`config.mk`:
```
export PLATFORM = sky130hd
export DESIGN_NAME = csr_trap_sequencer
export DESIGN_NICKNAME = d
export VERILOG_FILES = /design/src/rtl/csr_trap_sequencer.sv
export SDC_FILE = /design/constraint.sdc
export NUM_CORES = 1
export LEC_CHECK = 0
export BUFFER_PORTS_ARGS = -buffer_cell sky130_fd_sc_hd__buf_2
export CORE_UTILIZATION = 40
export CTS_CLUSTER_DIAMETER = 200
export DETAILED_ROUTE_END_ITERATION = 6
export SLEW_MARGIN = 30
export SYNTH_ARGS = -nofsm -noshare
export SYNTH_HDL_FRONTEND = slang
export SYNTH_SLANG_ARGS = --single-unit
```
`constraint.sdc`:
```
create_clock -name clk -period 5 [get_ports clk]
set_input_delay 0.25 -clock clk [delete_from_list [all_inputs] [get_ports clk]]
set_output_delay 0.25 -clock clk [all_outputs]
set_load 0.02 [all_outputs]
```
`src/rtl/csr_trap_sequencer.sv`:
```
// csr_trap_sequencer: sequences the CSR reads/writes for trap entry and mret, then issues a fetch redirect.
module csr_trap_sequencer #(
  parameter logic [11:0] ADDR_MSTATUS = 12'h300,
  parameter logic [11:0] ADDR_MTVEC   = 12'h305,
  parameter logic [11:0] ADDR_MEPC    = 12'h341,
  parameter logic [11:0] ADDR_MCAUSE  = 12'h342
) (
  input  logic        clk,
  input  logic        rst,
  input  logic        TrapReq,
  input  logic [31:0] TrapCause,
  input  logic [31:0] TrapPC,
  input  logic        MretReq,
  output logic        Busy,
  output logic        RedirectValid,
  output logic [31:0] RedirectPC,
  output logic [11:0] CSRAddr,
  output logic [31:0] CSRWriteData,
  output logic        CSRWriteEnable,
  output logic        CSRReadEnable,
  input  logic [31:0] CSRReadData
);
  typedef enum logic [3:0] {
    IDLE, T_WR_EPC, T_WR_CAUSE, T_RD_STATUS, T_WR_STATUS, T_RD_TVEC, T_CAP_TVEC,
    M_RD_STATUS, M_WR_STATUS, M_RD_EPC, M_CAP_EPC
  } state_t;
  state_t state, state_nx;
  logic [31:0] cause_q, pc_q, base, cap_pc;
  logic cap;
  assign Busy = state != IDLE;
  assign cap = state == T_CAP_TVEC || state == M_CAP_EPC;
  assign base = {CSRReadData[31:2], 2'b00};
  assign cap_pc = state == T_CAP_TVEC && CSRReadData[1:0] == 2'b01 && cause_q[31] ? base + {cause_q[29:0], 2'b00} : base;
  always_ff @(posedge clk)
    if (rst) begin
      state <= IDLE;
      cause_q <= '0;
      pc_q <= '0;
      RedirectValid <= 1'b0;
      RedirectPC <= '0;
    end else begin
      state <= state_nx;
      RedirectValid <= cap;
      if (cap) RedirectPC <= cap_pc;
      if (state == IDLE && TrapReq) begin
        cause_q <= TrapCause;
        pc_q <= {TrapPC[31:2], 2'b00};
      end
    end
  always_comb begin
    state_nx = state;
    CSRAddr = '0;
    CSRWriteData = '0;
    CSRWriteEnable = 1'b0;
    CSRReadEnable = 1'b0;
    case (state)
      IDLE:        state_nx = TrapReq ? T_WR_EPC : MretReq ? M_RD_STATUS : IDLE;
      T_WR_EPC:    state_nx = T_WR_CAUSE;
      T_WR_CAUSE:  state_nx = T_RD_STATUS;
      T_RD_STATUS: state_nx = T_WR_STATUS;
      T_WR_STATUS: state_nx = T_RD_TVEC;
      T_RD_TVEC:   state_nx = T_CAP_TVEC;
      M_RD_STATUS: state_nx = M_WR_STATUS;
      M_WR_STATUS: state_nx = M_RD_EPC;
      M_RD_EPC:    state_nx = M_CAP_EPC;
      default:     state_nx = IDLE;
    endcase
    // bus is held quiet while rst is high so an abandoned sequence never touches the CSR file
    if (!rst)
      case (state)
        T_WR_EPC: begin
          CSRAddr = ADDR_MEPC;
          CSRWriteData = pc_q;
          CSRWriteEnable = 1'b1;
        end
        T_WR_CAUSE: begin
          CSRAddr = ADDR_MCAUSE;
          CSRWriteData = cause_q;
          CSRWriteEnable = 1'b1;
        end
        T_RD_STATUS, M_RD_STATUS: begin
          CSRAddr = ADDR_MSTATUS;
          CSRReadEnable = 1'b1;
        end
        T_WR_STATUS: begin
          CSRAddr = ADDR_MSTATUS;
          CSRWriteData = {CSRReadData[31:13], 2'b11, CSRReadData[10:8], CSRReadData[3], CSRReadData[6:4], 1'b0, CSRReadData[2:0]};
          CSRWriteEnable = 1'b1;
        end
        M_WR_STATUS: begin
          CSRAddr = ADDR_MSTATUS;
          CSRWriteData = {CSRReadData[31:13], 2'b11, CSRReadData[10:8], 1'b1, CSRReadData[6:4], CSRReadData[7], CSRReadData[2:0]};
          CSRWriteEnable = 1'b1;
        end
        T_RD_TVEC: begin
          CSRAddr = ADDR_MTVEC;
          CSRReadEnable = 1'b1;
        end
        M_RD_EPC: begin
          CSRAddr = ADDR_MEPC;
          CSRReadEnable = 1'b1;
        end
        default: ;
      endcase
  end
endmodule

```
==> summary.md, run 1 <==
| Metric | Value |
|---|---|
| Outcome | `finished, violations left` |
| Violated checks | `DRC` |
| Die Y-Extent | `122 um` |
| Final Wtd Congestion | `0.860` |
| Largest net degree at the start of global routing | `68` |
| Final Hold Fails | `0` |
| Rel. slew slack | `roughly two fifths` |
| Clk root buf | `clkbuf_16` |
| CTS sink count | `between 90 and 100` |
| Post-synthesis sequential area ratio | `33.5%` |
| Post-synth EDFFs | `0` |
| Arr. time, crit path | `2.94 ns` |
| RSZ-0062 raised after global routing | `no` |
| Syn Inst Count | `778` |
| Post-Route WL | `18000 um` |
| Top FF cell, synth | `dfxtp_1` |
| Cell depth of the worst flop-to-flop path | `11` |
| Core Area | `14000 um2` |
| Min-delay src | `TrapPC[19]` |
| Hold worst-path end | `pc_q[19]$_SDFFE_PP0P_` |
| Number of nets with antenna violations after routing | `0` |
| Max-cap violations | `0` |
| First-pass GRT wire length | `28400 um` |
| R2R Setup Slk | `between 1.5 and 2 ns` |
| Fraction of the mapped netlist area in adder cells | `6.61%` |
| Yosys top cell area share | `33.5%` |
| Postcts setup bufs | `0` |
| Initial Utilization | `41.4%` |
| Synth Area per Inst | `7.44 um2` |
| Filler cell count | `~1400` |
| Die Area | `approximately 15000 um2` |
| Count of cell types in the netlist | `58` |
| Max Fclk | `313 MHz` |
| DRC violations left | `1` |
| Total global-route track usage | `roughly a quarter` |
| Hold_ws | `0.131 ns` |
| Cts hold-fix bufs | `0` |
| Total power | `2.29 mW` |
| Share of post-route cells with drive strength above 1 | `23.8%` |
| Vias | `around 6000` |
| Clock Path Buffers | `2` |
| Die Span X | `122 um` |
| I/O Pins | `180` |
| Syn. warnings | `0` |
| Min cycle time layout | `3.19 ns` |
| Number of iterations in the first detailed-routing pass | `7` |
| Initial DRC Count | `between 600 and 700` |
| CTS tree | `done` |
| Critical path type | `register to output port` |
| Setup TNS | `0 ns` |
| CTS resizes | `0` |
| Clk_lat worst skew | `0.35 ns` |
| Synth Area in Compound Gates | `27.6%` |
| Clk pin slew, worst setup/hold paths | `~0.070 ns` |
| Pwr dens | `320 nW/um2` |
| Reg2reg end | `RedirectPC[30]$_SDFFE_PP0P_` |
| Core Util, Final | `51.2%` |
| Simple logic cell fraction of the synthesized area | `22.1%` |
| Hold Path Class | `input port to register` |
| Num CTS Buffers | `9` |
| XOR/XNOR share of the synthesized area | `3.78%` |
| Number of antenna diodes | `0` |
| Slew Viols, Final | `0` |
| Top cells by area, synth | `dfxtp_1 34%, nand2_1 12%, a21oi_1 8.5%, ha_1 6.3%, nor2_1 5.6%` |
| Initial antenna violation count | `0` |
| Vias in the first global route | `between 5000 and 6000` |
| Crit path launch type | `register` |
| Dpl cells | `1087` |
| Worst-margin pin slew | `~0.91 ns` |
| Final worst-path cycle share | `63.9%` |
| Mapped cell area | `between 5000 and 6000 um2` |
| CP Max Fanout | `31` |
| Layout area overhead | `23.8%` |
| Hold depth | `3` |
| Peak VDD IR | `0.000176 V` |
| Leak | `~3 nW` |
| Main combinational cell family by area after synthesis | `compound AO/OA/AOI/OAI gates` |
| Number of synthesized register bits | `97` |
| Avg Vias per Cell | `around 5.5` |
| Post-Layout Cell Count | `1104` |
| Async set-reset flop share out of synthesis | `0%` |
| # port buffers | `roughly 170` |
| H-Tree Depth | `3` |
| Num rows | `43` |
| Detailed Place HPWL | `~13000 um` |
| Final setup fails | `0` |
| R2r startpoint | `cause_q[0]$_SDFFE_PP0P_` |
| Mux share of post-synthesis cell area | `between 1 and 1.5%` |
| Global route total overflow | `0` |
| Worst Path Required | `4.75 ns` |
| Critical Path Sink Type | `output port` |
| Clock Skew | `about 0.0060 ns` |
| Routed WL per cell | `~16 um` |
| Nets | `roughly 1000` |
| Post-synth top area cell | `dfxtp_1` |
## layer usage
layer  wire length (um)  vias up  GRT usage (%)
met5                  0        -              0
met3               1210       13           2.65
met4                225        0           7.70
met1               8750     2738           35.3
li1                   -     3056              -
met2               7850      253           37.3
## kinds of logic (layout without fill, tap and decap cells)
| family | Yosys count | after routing |
|---|---|---|
| other cells | 1 | 8 |
| mux | 6 | 6 |
| fa+ha+maj | 30 | 30 |
| compound gates | 238 | 238 |
| flops | 97 | 97 |
| buf+inv | 73 | 212 |
| xor+xnor | 25 | 25 |
| simple gates | 308 | 308 |
## worst max path at each step
stage	start	to	slack (ns)	cells after the start
finish	state[2]$_SDFF_PP0_	CSRWriteData[13]	1.81	9
global placement	CSRReadData[2]	RedirectPC[30]$_SDFFE_PP0P_	1.90	12
floorplan	cause_q[0]$_SDFFE_PP0P_	RedirectPC[30]$_SDFFE_PP0P_	2.42	11
CTS	state[2]$_SDFF_PP0_	CSRWriteData[13]	1.84	9
global route	state[2]$_SDFF_PP0_	CSRWriteData[13]	1.60	9
detailed placement	CSRReadData[2]	RedirectPC[30]$_SDFFE_PP0P_	1.89	12
## synth_stat cells, types with 4 or more instances
| cell type | count |
|---|---|
| a211oi_1 | 18 |
| o21ai_1 | 4 |
| xnor2_1 | 20 |
| mux2i_1 | 6 |
| o21ai_0 | 25 |
| a22oi_1 | 5 |
| a31oi_1 | 5 |
| xor2_1 | 5 |
| o211ai_1 | 9 |
| ha_1 | 29 |
| a222oi_1 | 27 |
| nand2_1 | 178 |
| nand4_1 | 4 |
| nor3_1 | 10 |
| buf_4 | 9 |
| a21oi_1 | 98 |
| nor2b_1 | 5 |
| nand3_1 | 4 |
| dfxtp_1 | 97 |
| a311oi_1 | 9 |
| a21o_1 | 12 |
| nor2_1 | 86 |
| inv_1 | 12 |
| clkbuf_1 | 49 |
## cells in the final DEF (no fill, tap or decap), types with 3 or more instances in the layout
cell and count:
a222oi_1 27, conb_1 8, nor2b_1 5, nor2_1 84, a211oi_1 18, nor3_2 3
nand4_1 4, a22oi_1 5, xnor2_1 20, nand3b_1 3, o22ai_1 3, mux2i_1 6
a311oi_1 9, nand2_1 178, o21ai_1 5, a211oi_2 3, a32oi_1 3, a21oi_1 98
ha_1 29, dfxtp_1 97, o211ai_1 9, inv_1 12, nand3_1 3, bufinv_16 3
a21o_1 11, a31oi_1 5, clkbuf_16 9, buf_4 14, xor2_1 5, nor3_1 7
o21ai_0 24, nand2b_1 3, buf_2 168
## registers in the layout (all words and copies together), names as in the netlist
register / count
cause_q: 32
state: 4
RedirectPC: 30
pc_q: 30
RedirectValid: 1
## worst max-delay path, cell delays in order (launching register included)
cell and delay [ns]:
dfxtp_1 0.60, inv_1 0.18, nor2_1 0.37, nor2_1 0.21, o21ai_0 0.19, nand2b_1 0.07
a21o_2 0.46, buf_4 0.25, nor2_1 0.09, buf_2 0.17
## cell type report
type                       instances  area, um2  area share [%]
sequential                        97       1940            27.1
multi-input combinational        615       3610            50.3
inverter                          12       45.0           0.628
clock inverter                     5        103            1.43
timing repair buffer             184       1000            14.0
clock buffer                      11        243            3.39
tap                              180        225            3.14
## per-stage QoR
stage               instance area [um2]  setup slack, ns
floorplan                          5820             2.42
global placement                   6760             1.90
detailed placement                 6790             1.89
CTS                                7140             1.84
global route                       7170             1.60
finish                             7170             1.81
## report_power, final
group / switching, mW / total [mW] / internal [mW]
clock: 0.299 / 0.801 / 0.502
combinational: 0.382 / 0.610 / 0.228
sequential: 0.0525 / 0.881 / 0.828
No activity file was read; power rests on OpenSTA's default activity.
==> inputs of run 2 (changes only) <==
- clock period: 5 -> 3.2 ns (I/O delays scaled with it)
==> summary.md, run 2 (synthesized netlist as in run 1, its figures left out) <==
| Metric | Value |
|---|---|
| Hold worst-path end | `pc_q[12]$_SDFFE_PP0P_` |
| Max Fclk | `346 MHz` |
| Routed WL per cell | `between 15 and 20 um` |
| # port buffers | `169` |
| Peak VDD IR | `0.000252 V` |
| Die Area | `about 15000 um2` |
| Setup TNS | `0 ns` |
| Final worst-path cycle share | `approximately 90%` |
| Rel. slew slack | `a little over half` |
| Largest stage delay, worst path | `0.44 ns` |
| Initial antenna violation count | `0` |
| Max-cap violations | `0` |
| CTS resizes | `0` |
| Num rows | `43` |
| Clock Skew | `0.00646 ns` |
| Nets | `1053` |
| Share of post-route cells with drive strength above 1 | `24.1%` |
| Core Util, Final | `51.0%` |
| Final Wtd Congestion | `0.863` |
| Setup slack after layout | `0.312 ns` |
| Initial DRC Count | `583` |
| Slowest cell on the critical path | `fa_1` |
| Hold Path Class | `input port to register` |
| Worst Path Buf+Inv | `0` |
| Worst Path Required | `3.47 ns` |
| Post-Route WL | `18200 um` |
| R2r startpoint | `cause_q[0]$_SDFFE_PP0P_` |
| DRC violations left | `0` |
| Slew Viols, Final | `0` |
| Post-Layout Cell Count | `1108` |
| Cell depth of the worst flop-to-flop path | `11` |
| Number of antenna diodes | `0` |
| Postcts setup bufs | `0` |
| Pwr dens | `between 400 and 500 nW/um2` |
| RSZ-0062 raised after global routing | `no` |
| Vias | `6157` |
| Commonest non-fill, non-tap cell in the layout | `nand2_1` |
| Initial Utilization | `around 41%` |
| Leak | `3.07 nW` |
| CTS sink count | `97` |
| H-Tree Depth | `3` |
| CP Max Fanout | `4` |
| Avg Vias per Cell | `5.56` |
| Layout area overhead | `23.1%` |
| CTS tree | `done` |
| Core Area | `14000 um2` |
| Largest Register | `cause_q` |
| Largest net degree at the start of global routing | `60` |
| Arr. time, crit path | `3.15 ns` |
| Total power | `~3.5 mW` |
| Final Hold Fails | `0` |
| Min-delay src | `TrapPC[12]` |
| Number of nets with antenna violations after routing | `0` |
| Largest register FFs | `32` |
| Clock Path Buffers | `2` |
| Reg2reg end | `RedirectPC[30]$_SDFFE_PP0P_` |
| Hold depth | `3` |
| Die Y-Extent | `approximately 120 um` |
| Vias in the first global route | `5533` |
| Detailed Place HPWL | `13300 um` |
| I/O Pins | `180` |
| Worst-margin pin slew | `0.672 ns` |
| Dpl cells | `1092` |
| Critical Path Sink Type | `register` |
| Number of iterations in the first detailed-routing pass | `7` |
| Min cycle time layout | `a little under 3 ns` |
| Total global-route track usage | `24.6%` |
| Pre-CTS setup slack | `around 0.25 ns` |
| R2R Setup Slk | `just over 0.3 ns` |
| Global route total overflow | `0` |
| Crit path launch type | `register` |
| Clk_lat worst skew | `0.35 ns` |
| Die Span X | `~120 um` |
| First-pass GRT wire length | `approximately 29000 um` |
| Critical-path cell list | `ha_1 -> fa_1 -> a211oi_2 -> o211ai_2 -> a32oi_1 -> nor4_2 -> nor2_2 -> o21ai_1 -> a41oi_1 -> xor2_1 -> a211oi_1` |
| Cts hold-fix bufs | `0` |
| Kind of cell adding the most delay to the critical path | `compound AO/OA/AOI/OAI gates` |
| Critical path type | `register to register` |
| Clk root buf | `clkbuf_16` |
| Commonest non-fill, non-tap cells in the layout | `178 x nand2_1, 168 x buf_2, 98 x a21oi_1, 97 x dfxtp_1, 84 x nor2_1` |
| Final setup fails | `0` |
| Num CTS Buffers | `9` |
| Biggest regs | `cause_q (32), RedirectPC (30), pc_q (30)` |
| Clk pin slew, worst setup/hold paths | `0.07 ns` |
| Outcome | `finished clean` |
[run 2: worst max path at each step]
stage               slack (ns)  cells past startpoint                     endpoint               startpoint
finish                    0.31                     11  RedirectPC[30]$_SDFFE_PP0P_  cause_q[0]$_SDFFE_PP0P_
global route              0.06                     11  RedirectPC[30]$_SDFFE_PP0P_  cause_q[0]$_SDFFE_PP0P_
CTS                       0.23                     11  RedirectPC[30]$_SDFFE_PP0P_  cause_q[0]$_SDFFE_PP0P_
detailed placement        0.25                     11  RedirectPC[30]$_SDFFE_PP0P_  cause_q[0]$_SDFFE_PP0P_
global placement          0.29                     11  RedirectPC[30]$_SDFFE_PP0P_  cause_q[0]$_SDFFE_PP0P_
floorplan                 0.62                     11  RedirectPC[30]$_SDFFE_PP0P_  cause_q[0]$_SDFFE_PP0P_
[run 2: layout make-up]
cell class / instances / area [um2]
well taps: 180 / 225
multi-input cells: 615 / 3610
clock buffers: 12 / 256
repair buffers: 188 / 1000
inverters: 12 / 45.0
fillers: 1451 / 6860
flip-flops and latches: 97 / 1940
clock inverters: 4 / 51.3
[run 2: per-layer routing]
metal  track usage (%)  share of wire, %  vias up
met5                 0                 0        -
met1              35.7                49     2843
met4              6.94               1.3        0
li1                  -                 -     3070
met2              37.1                43      225
met3              4.04               7.6       19
[run 2: tightest hold or removal path: stages]
cell	delay, ns
buf_2	0.09
nand2_1	0.04
a21oi_1	0.05
[run 2: where the power goes]
group          switching, mW  internal (mW)  leakage [nW]
combinational          0.605          0.355          2.13
sequential            0.0755           1.29         0.790
clock                  0.478          0.649         0.149
total                   1.16           2.30          3.07
[run 2: metrics by stage]
| stage | area, um2 | hold slack (ns) |
|---|---|---|
| 6_report | 7130 | 0.0377 |
| 3_3_place_gp | 6820 | 0.406 |
| 2_1_floorplan | 5820 | 0.296 |
| 5_1_grt | 7130 | 0.0420 |
| 4_1_cts | 7120 | 0.0291 |
| 3_5_place_dp | 6820 | 0.405 |
==> inputs of run 3 (changes only) <==
- BUFFER_PORTS_ARGS: -buffer_cell sky130_fd_sc_hd__buf_2 -> unset
- CAP_MARGIN: unset -> 10
- DONT_BUFFER_PORTS: unset -> 1
- GPL_TIMING_DRIVEN: unset -> 0
==> summary.md, run 3 (synthesized netlist as in run 1, its figures left out) <==
| Metric | Value |
|---|---|
| Clk root buf | `clkbuf_16` |
| Clk_lat worst skew | `roughly 0.36 ns` |
| Layout area overhead | `23.3%` |
| Final Hold Fails | `0` |
| Final worst-path cycle share | `92.5%` |
| Global route total overflow | `0` |
| DRC violations left | `0` |
| Share of post-route cells with drive strength above 1 | `5.26%` |
| Hold Path Class | `input port to register` |
| Nets | `between 900 and 1000` |
| Max-cap violations | `0` |
| Largest register FFs | `32` |
| Crit path launch type | `register` |
| Clock Path Buffers | `2` |
| Worst-margin pin slew | `between 0.9 and 1 ns` |
| CTS sink count | `97` |
| Leak | `~2.6 nW` |
| Initial antenna violation count | `0` |
| Postcts setup bufs | `0` |
| Outcome | `finished clean` |
| Detailed Place HPWL | `16500 um` |
| Final Wtd Congestion | `0.922` |
| Die Span X | `between 100 and 150 um` |
| H-Tree Depth | `3` |
| Number of nets with antenna violations after routing | `0` |
| Critical Path Sink Type | `output port` |
| Peak VDD IR | `~0.00027 V` |
| Commonest non-fill, non-tap cells in the layout | `178 x nand2_1, 98 x a21oi_1, 97 x dfxtp_1, 86 x nor2_1, 73 x dlygate4sd3_1` |
| Total global-route track usage | `between 20% and 30%` |
| Num rows | `43` |
| Commonest non-fill, non-tap cell in the layout | `nand2_1` |
| Worst Path Required | `3.04 ns` |
| Post-Route WL | `~22000 um` |
| Rel. slew slack | `a little under two fifths` |
| First-pass GRT wire length | `32500 um` |
| Number of iterations in the first detailed-routing pass | `5` |
| Met3 Wirelength | `1980 um` |
| Core Area | `14000 um2` |
| Biggest regs | `cause_q (32), RedirectPC (30), pc_q (30)` |
| Pwr dens | `a little over 500 nW/um2` |
| Avg Vias per Cell | `just under 6` |
| Min cycle time layout | `2.96 ns` |
| Total power | `about 3.6 mW` |
| Vias | `6239` |
| Number of antenna diodes | `0` |
| CP Max Fanout | `10` |
| Die Area | `15000 um2` |
| DRT met1 WL | `9420 um` |
| Largest net degree at the start of global routing | `17` |
| Max Fclk | `338 MHz` |
| Clock Skew | `0.0108 ns` |
| I/O Pins | `180` |
| Routed WL per cell | `20.7 um` |
| Final setup fails | `0` |
| Met2 WL | `9870 um` |
| Clk pin slew, worst setup/hold paths | `0.07 ns` |
| Setup slack after layout | `0.239 ns` |
| Setup TNS | `0 ns` |
| # port buffers | `0` |
| Initial DRC Count | `572` |
| Critical path type | `register to output port` |
| Max layer used | `met4` |
| Arr. time, crit path | `between 2 and 3 ns` |
| Num CTS Buffers | `9` |
| Vias in the first global route | `5829` |
| CTS tree | `done` |
| Initial Utilization | `roughly two fifths` |
| Pre-CTS setup slack | `0.142 ns` |
| Largest Register | `cause_q` |
| RSZ-0062 raised after global routing | `no` |
| Hold_ws | `0.00953 ns` |
| Slew Viols, Final | `0` |
| Die Y-Extent | `122 um` |
==> run 3: cell count changes in the layout (fill, tap and decap cells not counted), moves of 10 or more <==
| cell | change |
|---|---|
| buf_2 | -167 |
| dlygate4sd3_1 | +73 |
| clkbuf_1 | +46 |
| buf_4 | -10 |
==> run 3: repair_timing <==
item                                    in CTS  in global routing
endpoints found under the setup margin       0                 15
gates resized for setup                      0                  8
hold buffers                                73                  0
hold endpoints to repair                    72                  0
==> run 3: path summary, 6_finish.rpt <==
kind | from | endpoint | slack, ns | cells past startpoint
min | CSRReadData[30] | RedirectPC[30]$_SDFFE_PP0P_ | 0.01 | 2
min reg2reg | pc_q[16]$_SDFFE_PP0P_ | pc_q[16]$_SDFFE_PP0P_ | 0.46 | 2
max | state[2]$_SDFF_PP0_ | CSRWriteData[11] | 0.24 | 8
max reg2reg | cause_q[0]$_SDFFE_PP0P_ | RedirectPC[30]$_SDFFE_PP0P_ | 0.26 | 11
==> run 3: cell type report <==
type,count,area [um2]
timing repair buffer,73,731
clock buffer,9,225
inverter,12,45.0
sequential,97,1940
fill,1383,6850
tap,180,225
multi-input combinational,615,3590
clock inverter,7,118
buffer,61,267
==> run 3: power by group <==
group	switching, mW	internal (mW)
Sequential	0.0923	1.29
Clock	0.508	0.766
Combinational	0.607	0.346
==> run 3: worst max-delay path: stages (launching register included) <==
cell and delay [ns]:
dfxtp_1 0.34, clkbuf_1 0.37, nor2_1 0.16, nor2_1 0.25, o21ai_0 0.12, nand2b_1 0.09
a21o_1 0.32, clkbuf_1 0.51, nor2_1 0.28
==> run 3: per-layer routing <==
| layer | up-vias | track usage, % |
|---|---|---|
| met1 | 2957 | 38.5 |
| li1 | 2949 | - |
| met2 | 297 | 46.0 |
| met3 | 36 | 5.76 |
| met5 | - | 0 |
| met4 | 0 | 11.7 |
==> run 3: metrics by stage <==
step / area [um2] / util, % / std cells
6_report: 7140 / 51.0 / 1054
5_1_grt: 7140 / 51.0 / 1054
4_1_cts: 7120 / 50.9 / 1054
3_5_place_dp: 6040 / 43.2 / 965
3_3_place_gp: 6040 / 43.2 / 965
2_1_floorplan: 5820 / - / 785
